File: src/rtl/uart_pkg.sv
// Shared UART definitions: parity modes, receiver state encoding and
// default bit timing. The transmitter uses the same package.
package uart_pkg;

    localparam int PAR_NONE = 0;
    localparam int PAR_ODD  = 1;
    localparam int PAR_EVEN = 2;

    // 1 MHz system clock, 9600 baud
    localparam int DEFAULT_CLKS_PER_BIT = 104;

    typedef enum logic [2:0] {
        ST_IDLE,
        ST_START,
        ST_DATA,
        ST_PARITY,
        ST_STOP,
        ST_BREAK
    } rx_state_e;

    // ones_odd is the XOR over data bits and the received parity bit.
    // Returns 1 when that total disagrees with the selected mode.
    function automatic logic parity_bad(input int mode, input logic ones_odd);
        logic bad;
        bad = 1'b0;
        if (mode == PAR_ODD)  bad = ~ones_odd;
        if (mode == PAR_EVEN) bad = ones_odd;
        return bad;
    endfunction

endpackage

File: src/rtl/uart_rx_sampler.sv
// Line front end: 2-flop synchroniser, per-bit cycle counter and a
// 3-sample majority vote around the bit centre. bit_strobe_o pulses for
// one cycle at cyc = M+1 with the voted value on bit_val_o.
module uart_rx_sampler
    import uart_pkg::*;
#(
    parameter int CLKS_PER_BIT = DEFAULT_CLKS_PER_BIT
) (
    input  logic clk,
    input  logic rst,
    input  logic rx_i,
    input  logic restart_i,     // hold cyc at 0 while high
    output logic rxs_o,         // synchronised line
    output logic rxs_ok_o,      // synchroniser holds a real line sample
    output logic bit_strobe_o,
    output logic bit_val_o,
    output logic bit_end_o      // last cycle of the current bit
);

    localparam int CW = $clog2(CLKS_PER_BIT);
    localparam int M  = CLKS_PER_BIT / 2;
    localparam logic [CW-1:0] C_PRE = CW'(M - 1);
    localparam logic [CW-1:0] C_MID = CW'(M);
    localparam logic [CW-1:0] C_DEC = CW'(M + 1);
    localparam logic [CW-1:0] C_END = CW'(CLKS_PER_BIT - 1);

    logic [1:0]    sync_q;
    logic [1:0]    fill_q;
    logic [CW-1:0] cyc_q, cyc_d;
    logic          samp_pre_q, samp_mid_q;
    logic          rxs;

    assign rxs      = sync_q[1];
    assign rxs_o    = rxs;
    assign rxs_ok_o = fill_q[1];

    // Counter next value: restart wins, otherwise wrap at the end of a bit
    always_comb begin
        cyc_d = cyc_q + CW'(1);
        if (restart_i || (cyc_q == C_END)) cyc_d = '0;
    end

    // Synchroniser (preset high = idle line), fill tracker, counter, samples
    always_ff @(posedge clk or posedge rst) begin
        if (rst) begin
            sync_q     <= 2'b11;
            fill_q     <= 2'b00;
            cyc_q      <= '0;
            samp_pre_q <= 1'b1;
            samp_mid_q <= 1'b1;
        end else begin
            sync_q <= {sync_q[0], rx_i};
            fill_q <= {fill_q[0], 1'b1};
            cyc_q  <= cyc_d;
            if (cyc_q == C_PRE) samp_pre_q <= rxs;
            if (cyc_q == C_MID) samp_mid_q <= rxs;
        end
    end

    // Majority of the samples at M-1, M and the live sample at M+1
    always_comb begin
        bit_val_o    = (samp_pre_q & samp_mid_q) | (samp_pre_q & rxs) | (samp_mid_q & rxs);
        bit_strobe_o = !restart_i && (cyc_q == C_DEC);
        bit_end_o    = !restart_i && (cyc_q == C_END);
    end

endmodule

File: src/rtl/uart_rx_param.sv
// Parametrised UART receiver with majority-vote sampling, optional parity,
// one or two stop bits and a valid/ready output.
//
// Handshake: a word is transferred at a clk edge where data_valid and
// data_ready are both high; data_valid drops the next cycle. data_out and
// its flags stay stable while data_valid is high. A frame completing while
// a word is held and not being accepted is dropped and sets overrun, which
// clears on the next transfer.
module uart_rx_param
    import uart_pkg::*;
#(
    parameter int CLKS_PER_BIT = DEFAULT_CLKS_PER_BIT,
    parameter int DATA_BITS    = 8,
    parameter int PARITY       = PAR_NONE,
    parameter int STOP_BITS    = 1
) (
    input  logic                 clk,
    input  logic                 rst,
    input  logic                 rx,
    output logic [DATA_BITS-1:0] data_out,
    output logic                 data_valid,
    input  logic                 data_ready,
    output logic                 parity_err,
    output logic                 frame_err,
    output logic                 overrun,
    output logic                 busy
);

    localparam int IDX_W = $clog2(DATA_BITS);
    localparam logic [IDX_W-1:0] LAST_IDX  = IDX_W'(DATA_BITS - 1);
    localparam logic             LAST_STOP = 1'(STOP_BITS - 1);

    rx_state_e            state_q, state_d;
    logic [DATA_BITS-1:0] shift_q, shift_d;
    logic [IDX_W-1:0]     bit_idx_q, bit_idx_d;
    logic                 stop_idx_q, stop_idx_d;
    logic                 perr_frm_q, perr_frm_d;
    logic                 ferr_frm_q, ferr_frm_d;
    logic                 prev_q;
    logic [DATA_BITS-1:0] data_out_q, data_out_d;
    logic                 data_valid_q, data_valid_d;
    logic                 parity_err_q, parity_err_d;
    logic                 frame_err_q, frame_err_d;
    logic                 overrun_q, overrun_d;

    logic rxs, rxs_ok, bit_strobe, bit_val, bit_end, restart;
    logic decide, new_ferr, accept;

    // Counter is parked while waiting for a start edge or for the line to recover
    assign restart = (state_q == ST_IDLE) || (state_q == ST_BREAK);

    uart_rx_sampler #(
        .CLKS_PER_BIT(CLKS_PER_BIT)
    ) u_sampler (
        .clk         (clk),
        .rst         (rst),
        .rx_i        (rx),
        .restart_i   (restart),
        .rxs_o       (rxs),
        .rxs_ok_o    (rxs_ok),
        .bit_strobe_o(bit_strobe),
        .bit_val_o   (bit_val),
        .bit_end_o   (bit_end)
    );

    // Frame FSM: next state and per-frame accumulators
    always_comb begin
        state_d    = state_q;
        shift_d    = shift_q;
        bit_idx_d  = bit_idx_q;
        stop_idx_d = stop_idx_q;
        perr_frm_d = perr_frm_q;
        ferr_frm_d = ferr_frm_q;
        decide     = 1'b0;
        new_ferr   = ferr_frm_q | ~bit_val;
        case (state_q)
            ST_IDLE: begin
                bit_idx_d  = '0;
                stop_idx_d = 1'b0;
                perr_frm_d = 1'b0;
                ferr_frm_d = 1'b0;
                if (prev_q && !rxs) state_d = ST_START;
            end
            ST_START: begin
                if (bit_strobe && bit_val) state_d = ST_IDLE;
                else if (bit_end)          state_d = ST_DATA;
            end
            ST_DATA: begin
                if (bit_strobe) shift_d = {bit_val, shift_q[DATA_BITS-1:1]};
                if (bit_end) begin
                    if (bit_idx_q == LAST_IDX) begin
                        bit_idx_d = '0;
                        state_d   = (PARITY != PAR_NONE) ? ST_PARITY : ST_STOP;
                    end else begin
                        bit_idx_d = bit_idx_q + IDX_W'(1);
                    end
                end
            end
            ST_PARITY: begin
                if (bit_strobe) perr_frm_d = parity_bad(PARITY, (^shift_q) ^ bit_val);
                if (bit_end)    state_d = ST_STOP;
            end
            ST_STOP: begin
                if (bit_strobe) begin
                    ferr_frm_d = new_ferr;
                    // Final stop bit decides at its centre so the next start
                    // edge can be caught without waiting for the bit end
                    if (stop_idx_q == LAST_STOP) begin
                        decide  = 1'b1;
                        state_d = new_ferr ? ST_BREAK : ST_IDLE;
                    end
                end
                if (bit_end) stop_idx_d = 1'b1;
            end
            ST_BREAK: begin
                if (rxs) state_d = ST_IDLE;
            end
            default: state_d = ST_IDLE;
        endcase
    end

    // Output word register and handshake
    always_comb begin
        data_out_d   = data_out_q;
        data_valid_d = data_valid_q;
        parity_err_d = parity_err_q;
        frame_err_d  = frame_err_q;
        overrun_d    = overrun_q;
        accept       = data_valid_q & data_ready;
        if (accept) begin
            data_valid_d = 1'b0;
            overrun_d    = 1'b0;
        end
        if (decide) begin
            if (!data_valid_q || accept) begin
                data_out_d   = shift_q;
                parity_err_d = perr_frm_q;
                frame_err_d  = new_ferr;
                data_valid_d = 1'b1;
            end else begin
                overrun_d = 1'b1;
            end
        end
    end

    // State and output registers; prev_q stays low until the synchroniser
    // carries a real sample so a line held low through reset is not an edge
    always_ff @(posedge clk or posedge rst) begin
        if (rst) begin
            state_q      <= ST_IDLE;
            shift_q      <= '0;
            bit_idx_q    <= '0;
            stop_idx_q   <= 1'b0;
            perr_frm_q   <= 1'b0;
            ferr_frm_q   <= 1'b0;
            prev_q       <= 1'b0;
            data_out_q   <= '0;
            data_valid_q <= 1'b0;
            parity_err_q <= 1'b0;
            frame_err_q  <= 1'b0;
            overrun_q    <= 1'b0;
        end else begin
            state_q      <= state_d;
            shift_q      <= shift_d;
            bit_idx_q    <= bit_idx_d;
            stop_idx_q   <= stop_idx_d;
            perr_frm_q   <= perr_frm_d;
            ferr_frm_q   <= ferr_frm_d;
            prev_q       <= rxs_ok ? rxs : 1'b0;
            data_out_q   <= data_out_d;
            data_valid_q <= data_valid_d;
            parity_err_q <= parity_err_d;
            frame_err_q  <= frame_err_d;
            overrun_q    <= overrun_d;
        end
    end

    assign data_out   = data_out_q;
    assign data_valid = data_valid_q;
    assign parity_err = parity_err_q;
    assign frame_err  = frame_err_q;
    assign overrun    = overrun_q;
    assign busy       = (state_q != ST_IDLE);

endmodule

File: config.mk
export PLATFORM = sky130hd
export DESIGN_NAME = uart_rx_param
export DESIGN_NICKNAME = d
export VERILOG_FILES = /design/src/rtl/uart_pkg.sv /design/src/rtl/uart_rx_sampler.sv /design/src/rtl/uart_rx_param.sv
export SDC_FILE = /design/constraint.sdc
export NUM_CORES = 1
export LEC_CHECK = 0
export CAP_MARGIN = 10
export CORE_ASPECT_RATIO = 2
export CORE_MARGIN = 4
export CORE_UTILIZATION = 50
export CTS_CLUSTER_DIAMETER = 40
export DETAILED_ROUTE_END_ITERATION = 10
export PLACE_DENSITY_LB_ADDON = 0.15
export SLEW_MARGIN = 20
export SYNTH_ARGS = -nofsm -noshare
export SYNTH_HDL_FRONTEND = slang
export SYNTH_SLANG_ARGS = --single-unit
File: constraint.sdc
create_clock -name clk -period 1.63 [get_ports clk]
set_input_delay 0.163 -clock clk [delete_from_list [all_inputs] [get_ports clk]]
set_output_delay 0.163 -clock clk [all_outputs]
set_load 0.01 [all_outputs]
# [After elaboration in Yosys (flattened, before gate mapping)]
# Cells that the tools add are included.
# W data, S select, Z words.
[classes] n_addsub=2 n_eq_ne=20 mux=31 n_bitwise=8 n_reduce_logical=22
[ops] op="$mux W3" count=12
[ops] op="$eq A7 B6 Y1 const B" count=3
[ops] op="$pmux W3 S6" count=1
[ops] op="$ne A2 B2 Y1 const B" count=7
[ops] op="$mux W1" count=13
[ops] op="$reduce_and A2 Y1" count=6
[ops] op="$eq A3 B3 Y1 const B" count=3
[ops] op="$reduce_and A8 Y1" count=1
[ops] op="$add A7 B1 Y7 const B" count=1
[ops] op="$eq A7 B7 Y1 const B" count=1
[ops] op="$mux W7" count=1
[ops] op="$eq A3 B2 Y1 const B" count=2
[ops] op="$pmux W1 S2" count=3
[ops] op="$pmux W3 S2" count=1
[ops] op="$reduce_bool A2 Y1" count=3
[ops] op="$and A1 B1 Y1" count=4
[ops] op="$logic_and A1 B1 Y1" count=4
[ops] op="$ne A2 B1 Y1 const B" count=2
[ops] op="$add A3 B1 Y3 const B" count=1
[ops] op="$eq A3 B1 Y1 const B" count=1
[ops] op="$logic_not A1 Y1" count=3
[ops] op="$logic_not A3 Y1" count=1
[ops] op="$logic_or A1 B1 Y1" count=3
[ops] op="$ne A3 B3 Y1 const B" count=1
[ops] op="3 further kinds" count=5
[word_totals] ff_bits=43 elab_cells=100

# [Logic depth before layout (Yosys ltp)]
# Gate-level depths: netlist of run 1.
[depth] depth_word=9 ltp_mapped=6 depth_no_buf=6

# [Cells and area by module]
# Synthesis of run 1 repeated with hierarchy kept, for this count alone.
[unflattened] hier_cells=164 area_unflattened_um2=1946.9
[by_module_without_submodules] mod="uart_rx_param" instances=1 cells_each=110 area_each_um2=1325.0 seq_area_each_um2=700.7
[by_module_without_submodules] mod="uart_rx_sampler" instances=1 cells_each=54 area_each_um2=621.8 seq_area_each_um2=330.3

# [Least setup slack after synthesis of run 1]
# Ideal clock, no wire load.
[synth_timing] kind="register to register" startpoint="reg u_sampler.cyc_q[1]" endpoint="reg data_out_q[0], in the netlist data_out[0]" setup_time_ns=0.125 arrival_time_ns=1.679 slack_ns=-0.174 stages_incl_launch_ff=7 path_cell_list="dfrtp_1 -> inv_1 -> ha_1 -> or4bb_1 -> nor3_4 -> nand2_4 -> mux2_4"
[synth_between] elab_chain_len=5
[synth_rtl] element="start, declared" line="uart_rx_sampler.sv:29" text="logic [CW-1:0] cyc_q, cyc_d;"
[synth_rtl] element="start signal, assigned" line="uart_rx_sampler.sv:54" text="cyc_q <= cyc_d;"
[synth_rtl] element="$eq A7 B6 Y1" line="uart_rx_sampler.sv:63" text="bit_strobe_o = !restart_i && (cyc_q == C_DEC);"
[synth_rtl] element="$logic_and A1 B1 Y1" line="uart_rx_sampler.sv:63"
[synth_rtl] element="$mux W1" line="uart_rx_param.sv:104" text="if (bit_strobe) begin"
[synth_rtl] element="$mux W1" line="uart_rx_param.sv:76" text="case (state_q)"
[synth_rtl] element="$reduce_and A2 Y1 (no source line)"
[synth_rtl] element="end signal, assigned" line="uart_rx_param.sv:170" text="data_out_q <= data_out_d;"
[synth_rtl] element="end, declared" line="uart_rx_param.sv:40" text="logic [DATA_BITS-1:0] data_out_q, data_out_d;"
# Every way passes these cells.
# A chain may end at the register's enable or synchronous reset.

# [Worst setup path after layout of run 1]
[layout_timing] startpoint="reg u_sampler.cyc_q[1]" endpoint="reg data_out_q[2], in the netlist data_out[2]"
# The elaborated chain is that of the path after synthesis.

==> flow_metrics.tcl, run 1 <==
set metrics [dict create \
    cp_max_fo 9 \
    synth.top_cell.area_share 0.473 \
    synthCells 167 \
    hpwl_mm 2.98 \
    yosysTopAreaCell "dfrtp_1" \
    ys_ff_latch 41 \
    crit_type "reg2reg" \
    gp_congestion 0.806 \
    setup_tns_ns -2.85 \
    clockBufferDepth 2 \
    vdd.ir_drop.worst_mv 0.816 \
    post-route-period-util 1.13 \
    grt_pass1_vias 1525 \
    die_w_um 52.3 \
    synth_warnings 0 \
    ant_nets 0 \
    avgSynthCellArea_um2 11.7 \
    hold_class "in2async" \
    required_ns 1.80 \
    fp.dieH_um 96.5 \
    slew_violations 0 \
    setup_ws_ns -0.212 \
    wire_per_inst_um 15.0 \
    grt_max_degree 42 \
    synth.area.top_cells "dfrtp_1 (47%), mux2_4 (13%), dfstp_2 (5.4%)" \
    synthToLayoutAreaGrowth_pct 36.1 \
    regToRegEndpoint "data_out[2]" \
    synth_edf_count 0 \
    insertion_delay_ns 0.29 \
    rsz0062_at_grt "yes" \
    synth_nets 176 \
    die-area_um2 5050 \
    post-route-min-period_ns 1.84 \
    cts_buffers 5 \
    ys_types 43 \
    coreArea_um2 3800 \
    outcome "finished with violations" \
    top_level_ports 17 \
    syn-cell-area_um2 1960 \
    hold_viol_final 0 \
    critical_path.cell_chain "inv_2, ha_4, or4bb_4, nor3_4, nand2_4, mux2_4" \
    io_buffers 15 \
    fin_worst_skew_ns 0.00598 \
    power_density_nw_per_um2 962 \
    route.detailed.drc 0 \
    critPathSlowestCell "or4bb_4" \
    grtUsageTotal 0.181 \
    n_antenna_cell 0 \
    violations "setup timing" \
    antenna_found_initial 0 \
    drt_iter0_drc 43 \
    ys_seq_area_frac 0.526 \
    drive_above_1_share 0.430 \
    rows 32 \
    cp-start-kind "flop" \
    slowest_delay_ns 0.47 \
    r2r.worst_path.cells 6 \
    cts.sink_count 41 \
    cp.arrival_ns 2.02 \
    h-tree-depth 2 \
    fill_cells 281 \
    dp_cells 258 \
    dr.pass1.iters 4 \
    start_util 0.515 \
    tightest_slew_ns 0.536 \
    grt_pass1_wl_mm 6.79 \
    final_cells 272 \
    r2r_setup_slack_ns -0.21 \
    fmax_mhz 543 \
    setup_violations 19 \
    critPathCaptureType "flop" \
    ys.flop_type "dfrtp_1" \
    clkTransAtPathRegs_ns 0.07 \
    final_util 0.701 \
    synthArstFlopShare 1.00 \
    final_nets 229 \
    cts_tree "done" \
    relSlewSlack 0.638 \
    cts-root-buf "clkbuf_8" \
    yosysMostFrequentCell "dfrtp_1" \
    p_leak_nw 1.26 \
    vias_per_cell 5.29 \
    netlist_top_cells_count "dfrtp_1 (37), mux2_4 (17), nor2_1 (12)" \
    vias 1439 \
    drt_wl_total_mm 4.09 \
    gr-total-overflow 0 \
    reg2reg_from "u_sampler.cyc_q[1]" \
    whs_ns 0.222 \
    maxCapViolCount 0 \
]
-- through the flow --
stage	area [um2]	power [mW]	worst slack (ns)
floorplan	1970	1.50	-0.171
global placement	2390	1.71	-0.184
detailed placement	2390	1.73	-0.261
CTS	2560	2.51	-0.229
global route	2670	2.71	-0.302
finish	2670	2.57	-0.212
-- cell usage in the layout, fill, tap and decap left out, types with 2 or more instances in the layout --
cell type / netlist / routed
dfrtp_1: 37 / 37
buf_4: 3 / 31
mux2_4: 17 / 17
clkdlybuf4s50_1: 0 / 14
nor2_1: 12 / 10
nand3_1: 10 / 9
nand2_1: 9 / 8
a21oi_1: 10 / 8
buf_6: 0 / 7
inv_1: 8 / 6
clkbuf_8: 0 / 6
nand2b_1: 4 / 4
nand4_1: 4 / 4
dfstp_2: 4 / 4
ha_1: 5 / 3
nor3_4: 1 / 2
nor2_2: 0 / 2
o21a_1: 2 / 2
or2_2: 3 / 2
nor2b_1: 3 / 2
a21oi_2: 0 / 2
mux2_2: 2 / 2
xor2_1: 2 / 2
xnor2_1: 2 / 2
o21ai_0: 3 / 2
ha_4: 0 / 2
conb_1: 2 / 2
-- kinds of logic after synthesis --
kind of cell | share of synthesized area
fa+ha+maj | 0.0370
mux | 0.142
buf+inv | 0.0377
compound gates | 0.0722
flops | 0.526
other cells | 0.00383
simple gates | 0.163
xor+xnor | 0.0179
-- what timing repair did --
action | in CTS | in global routing
endpoints found under the setup margin | 22 | 26
hold buffers | 0 | 0
buffers inserted | 3 | 5
resized for setup | 16 | 19
pin swaps | 2 | 5
-- power by group --
part           total, mW  switching [mW]  internal (mW)
clock              0.683           0.340          0.343
combinational      0.736           0.366          0.370
sequential          1.15          0.0522           1.09
-- registers in the layout (all words and copies together), names as in the netlist, 2 cells and up --
signal and count:
data_out 8, shift_q 8, u_sampler.cyc_q 7, state_q 3, bit_idx_q 3, u_sampler.sync_q 2
u_sampler.fill_q 2
-- critical path, delay by kind of cell (launching register included) --
kind / cells / cell delay (ns)
buf+inv: 1 / 0.08
mux: 1 / 0.32
flops: 1 / 0.39
fa+ha+maj: 1 / 0.13
simple gates: 3 / 0.80
-- per-layer routing --
| layer | global-route usage | up-vias | wire length [um] |
|---|---|---|---|
| li1 | - | 679 | - |
| met1 | 0.176 | 734 | 1450 |
| met2 | 0.357 | 17 | 2460 |
| met3 | 0.0323 | 9 | 82 |
| met4 | 0.0746 | 0 | 95 |
| met5 | 0 | - | 0 |
-- final cells by class --
class | instances | area, um2 | share of cell area
clock inverters | 2 | 13.8 | 0.00516
flip-flops and latches | 41 | 1030 | 0.387
repair buffers | 54 | 480 | 0.180
well taps | 51 | 63.8 | 0.0239
multi-input cells | 110 | 961 | 0.360
clock buffers | 6 | 82.6 | 0.0310
inverters | 8 | 33.8 | 0.0127
-- how the worst max path moves through the flow --
stage / start / end / slack (ns) / depth (start not counted)
after floorplan: u_sampler.cyc_q[1] / data_out[0] / -0.17 / 6
after global placement: u_sampler.cyc_q[1] / data_out[7] / -0.18 / 6
after detailed placement: u_sampler.cyc_q[1] / data_out[5] / -0.26 / 6
after CTS: u_sampler.cyc_q[1] / shift_q[7] / -0.23 / 7
after global routing: u_sampler.cyc_q[1] / data_out[2] / -0.30 / 6
final: u_sampler.cyc_q[1] / data_out[2] / -0.21 / 6
No activity file was read; power rests on OpenSTA's default activity.
==> run 2, diff against run 1 <==
--- a/config.mk
+++ b/config.mk
@@ -7,11 +7,12 @@
 export LEC_CHECK = 0
 export CAP_MARGIN = 10
 export CORE_ASPECT_RATIO = 2
-export CORE_MARGIN = 4
+export CORE_MARGIN = 2
 export CORE_UTILIZATION = 50
 export CTS_CLUSTER_DIAMETER = 40
 export DETAILED_ROUTE_END_ITERATION = 10
 export PLACE_DENSITY_LB_ADDON = 0.15
+export SKIP_LAST_GASP = 1
 export SLEW_MARGIN = 20
 export SYNTH_ARGS = -nofsm -noshare
 export SYNTH_HDL_FRONTEND = slang
==> run 2 against run 1 <==
  * The run still ends with setup timing left
  * Sequential power hardly changed
  * Clock power is 13% higher
  * Sequential share of layout area up 0.91 points
  * Setup slack worse by 0.034 ns
  * Wire length down 3.2%
  * Critical path depth did not move
  * Flip-flop and latch count did not move
  * Maximum frequency fell by 1.8%
  * Critical path type unchanged
==> flow_metrics.tcl, run 2 (synthesis results as in run 1) <==
set metrics [dict create \
    fp.dieH_um 92.5 \
    coreArea_um2 3800 \
    p_switching_uw 726 \
    final_nets 227 \
    clockBufferDepth 2 \
    power_density_nw_per_um2 1010 \
    cp.arrival_ns 2.05 \
    vias_per_cell 5.26 \
    drt_wl_total_mm 3.96 \
    clkTransAtPathRegs_ns 0.08 \
    io_buffers 15 \
    hpwl_mm 2.94 \
    layout_common_cells "dfrtp_1 (37), buf_4 (33), mux2_4 (17)" \
    critPathCaptureType "flop" \
    dp_cells 259 \
    intPower_mw 1.90 \
    p_seq_frac 0.434 \
    cts_tree "done" \
    outcome "finished with violations" \
    violations "setup timing" \
    final_area_um2 2610 \
    hold_class "in2async" \
    fin_worst_skew_ns 0.00882 \
    place_worst_setup_slack_ns -0.264 \
    n_antenna_cell 0 \
    grt_pass1_wl_mm 6.56 \
    insertion_delay_ns 0.29 \
    grt_max_degree 42 \
    die_w_um 48.3 \
    power_mw 2.63 \
    crit_type "reg2reg" \
    slew_violations 0 \
    cp_max_fo 9 \
    drive_above_1_share 0.399 \
    setup_violations 22 \
    fmax_mhz 533 \
    wire_per_inst_um 14.7 \
    hold_viol_final 0 \
    tightest_slew_ns 0.530 \
    drt_iter0_drc 24 \
    route.detailed.drc 0 \
    dr.pass1.iters 4 \
    gp_congestion 0.819 \
    top_level_ports 17 \
    required_ns 1.80 \
    die-area_um2 4470 \
    vdd.ir_drop.worst_mv 0.903 \
    gr-total-overflow 0 \
    power_frac_comb 0.271 \
    vias 1415 \
    switching_share 0.276 \
    setup_ws_ns -0.246 \
    final_common_cell "dfrtp_1" \
    maxCapViolCount 0 \
    final_cells 269 \
    cts.sink_count 41 \
    post-route-period-util 1.15 \
    cts_buffers 5 \
    h-tree-depth 2 \
    grt_pass1_vias 1533 \
    cp-start-kind "flop" \
    relSlewSlack 0.641 \
    synthToLayoutAreaGrowth_pct 33.0 \
    start_util 0.515 \
    post-route-min-period_ns 1.88 \
    grtUsageTotal 0.202 \
    clkPwrFrac 0.295 \
    setup_tns_ns -3.66 \
    p_leak_nw 1.24 \
    cts-root-buf "clkbuf_8" \
    antenna_found_initial 0 \
    rsz0062_at_grt "yes" \
    dpl-instance-area_um2 2400 \
    ant_nets 0 \
    rows 32 \
]
run 2: stage by stage:
step,hold slack [ns],util
2_1_floorplan,0.167,-
3_3_place_gp,0.341,0.631
3_5_place_dp,0.346,0.631
4_1_cts,0.231,0.676
5_1_grt,0.252,0.685
6_report,0.225,0.685
run 2: worst max-delay path: stages, from the launching register on:
cell and delay [ns]:
dfrtp_1 0.39, inv_2 0.08, ha_4 0.12, or4bb_4 0.49, nor3_4 0.19, nand2_4 0.16
mux2_4 0.32
run 2: worst paths after layout:
kind,from,to,slack [ns],cells after the start
max in group asynchronous,rst,u_sampler.sync_q[1],1.14,3
max,u_sampler.cyc_q[1],data_out[2],-0.25,6
min,rst,shift_q[4],0.23,3
min in group clk,rx,u_sampler.sync_q[0],0.28,1
min reg2reg,u_sampler.sync_q[0],u_sampler.sync_q[1],0.36,0
max reg2reg,u_sampler.cyc_q[1],data_out[2],-0.25,6
run 2: final cells by class:
| class | instances | area (um2) |
|---|---|---|
| clock buffer | 5 | 68.8 |
| clock inverter | 2 | 35.0 |
| fill | 263 | 1200 |
| inverter | 8 | 30.0 |
| multi-input combinational | 110 | 930 |
| sequential | 41 | 1030 |
| tap | 51 | 63.8 |
| timing repair buffer | 52 | 447 |
run 2: power by group through the flow:
stage	logic (mW)	registers (mW)	clock network, mW
floorplan	0.343	1.16	0
global placement	0.573	1.15	0
detailed placement	0.599	1.15	0
CTS	0.655	1.14	0.795
global route	0.784	1.15	0.834
finish	0.713	1.14	0.775
run 2: metal layers:
metal / up-vias / global-route usage / wire length [um]
met3: 13 / 0.0409 / 89
met1: 697 / 0.206 / 1500
li1: 674 / - / -
met5: - / 0 / 0
met4: 0 / 0.104 / 133
met2: 31 / 0.351 / 2240
run 2: what timing repair did:
item                                    4_1_cts  5_1_grt
setup buffers                                 3        3
gates resized for setup                      16       10
hold buffers                                  0        0
pin swaps                                     5        3
endpoints found under the setup margin       22       29
==> run 3, diff against run 2 <==
--- a/config.mk
+++ b/config.mk
@@ -11,6 +11,7 @@
 export CORE_UTILIZATION = 50
 export CTS_CLUSTER_DIAMETER = 40
 export DETAILED_ROUTE_END_ITERATION = 10
+export MAX_ROUTING_LAYER = met4
 export PLACE_DENSITY_LB_ADDON = 0.15
 export SKIP_LAST_GASP = 1
 export SLEW_MARGIN = 20
==> run 3 against run 2 <==
  * The flow still finishes with violations (setup timing)
  * Die area unchanged
  * Sequential share of layout area unchanged
  * Wire length decreased by 0.10%
  * Via count unchanged
  * Setup slack improved by 0.00081 ns
  * Flip-flop and latch count unchanged
  * Global-route usage increased by 0.46 points
  * Utilization unchanged
  * Critical path type unchanged
==> flow_metrics.tcl, run 3 (synthesis results as in run 1) <==
set metrics [dict create \
    route.detailed.drc 0 \
    p_leak_nw 1.24 \
    coreArea_um2 3800 \
    gr-total-overflow 0 \
    start_util 0.515 \
    r2r_setup_slack_ns -0.25 \
    setup_violations 22 \
    grtUsageTotal 0.206 \
    n_antenna_cell 0 \
    critical_path.cell_chain "inv_2, ha_4, or4bb_4, nor3_4, nand2_4, mux2_4" \
    setup_tns_ns -3.64 \
    power_mw 2.63 \
    clockBufferDepth 2 \
    dp_cells 259 \
    critPathCaptureType "flop" \
    drive_above_1_share 0.399 \
    hold_class "in2async" \
    cp.arrival_ns 2.05 \
    cts_tree "done" \
    dr.pass1.iters 4 \
    required_ns 1.80 \
    fin_worst_skew_ns 0.00870 \
    outcome "finished with violations" \
    ant_nets 0 \
    grt_pass1_vias 1538 \
    violations "setup timing" \
    maxCapViolCount 0 \
    insertion_delay_ns 0.29 \
    io_buffers 15 \
    post-route-period-util 1.15 \
    critical_path_buf_inv_count 1 \
    wire_per_inst_um 14.7 \
    post-route-min-period_ns 1.88 \
    tightest_slew_ns 0.530 \
    top_level_ports 17 \
    gp_congestion 0.831 \
    grt_max_degree 42 \
    holdBufCountCts 0 \
    dpl-instance-area_um2 2400 \
    synthToLayoutAreaGrowth_pct 33.0 \
    cp-start-kind "flop" \
    fp.dieH_um 92.5 \
    crit_type "reg2reg" \
    final_util 0.685 \
    power_density_nw_per_um2 1010 \
    final_nets 227 \
    fmax_mhz 533 \
    drt_wl_total_mm 3.95 \
    vias 1415 \
    vias_per_cell 5.26 \
    cts.sink_count 41 \
    cts-root-buf "clkbuf_8" \
    die-area_um2 4470 \
    critPathSlowestCell "or4bb_4" \
    final_area_um2 2610 \
    final_cells 269 \
    place_worst_setup_slack_ns -0.264 \
    grt_pass1_wl_mm 6.53 \
    layout_common_cells "dfrtp_1 (37), buf_4 (33), mux2_4 (17)" \
    path_delay_family "simple AND/OR/NAND/NOR gates" \
    antenna_found_initial 0 \
    drt_iter0_drc 24 \
    relSlewSlack 0.641 \
    slew_violations 0 \
    setup_ws_ns -0.246 \
    die_w_um 48.3 \
    rsz0062_at_grt "yes" \
    vdd.ir_drop.worst_mv 0.903 \
    slowest_delay_ns 0.49 \
    h-tree-depth 2 \
    rows 32 \
    hold_viol_final 0 \
    clkTransAtPathRegs_ns 0.08 \
    cts_buffers 5 \
    hpwl_mm 2.94 \
    cp_max_fo 9 \
    final_common_cell "dfrtp_1" \
    whs_ns 0.225 \
]
-- run 3: area by class of cell --
cell class,count,area (um2)
repair buffers,52,447
clock inverters,2,35.0
flip-flops and latches,41,1030
fillers,263,1200
inverters,8,30.0
well taps,51,63.8
clock buffers,5,68.8
multi-input cells,110,930
-- run 3: what timing repair did --
| action | 4_1_cts | 5_1_grt |
|---|---|---|
| setup buffers | 3 | 3 |
| gates resized for setup | 16 | 10 |
| pin swaps | 5 | 3 |
| endpoints found under the setup margin | 22 | 29 |
-- run 3: path summary, 6_finish.rpt --
check | from | to | depth (start not counted)
min reg2reg | u_sampler.sync_q[0] | u_sampler.sync_q[1] | 0
max | u_sampler.cyc_q[1] | data_out[2] | 6
min | rst | shift_q[4] | 3
min in group clk | rx | u_sampler.sync_q[0] | 1
max in group asynchronous | rst | u_sampler.sync_q[1] | 3
max reg2reg | u_sampler.cyc_q[1] | data_out[2] | 6
-- run 3: where the power goes --
part	internal (mW)	switching (mW)	total (mW)
clock network	0.445	0.331	0.776
registers	1.09	0.0483	1.14
logic	0.366	0.346	0.712
total	1.90	0.726	2.63
-- run 3: worst min-delay path: stages --
cell             delay (ns)
clkdlybuf4s50_1        0.39
inv_1                  0.09
buf_12                 0.23
-- run 3: per-layer routing --
metal / GRT usage / part of all wire / wire [um] / vias up
met2: 0.351 / 0.57 / 2240 / 31
met5: - / 0 / 0 / -
li1: - / - / - / 674
met1: 0.205 / 0.38 / 1500 / 697
met3: 0.0409 / 0.022 / 87 / 13
met4: 0.104 / 0.031 / 123 / 0
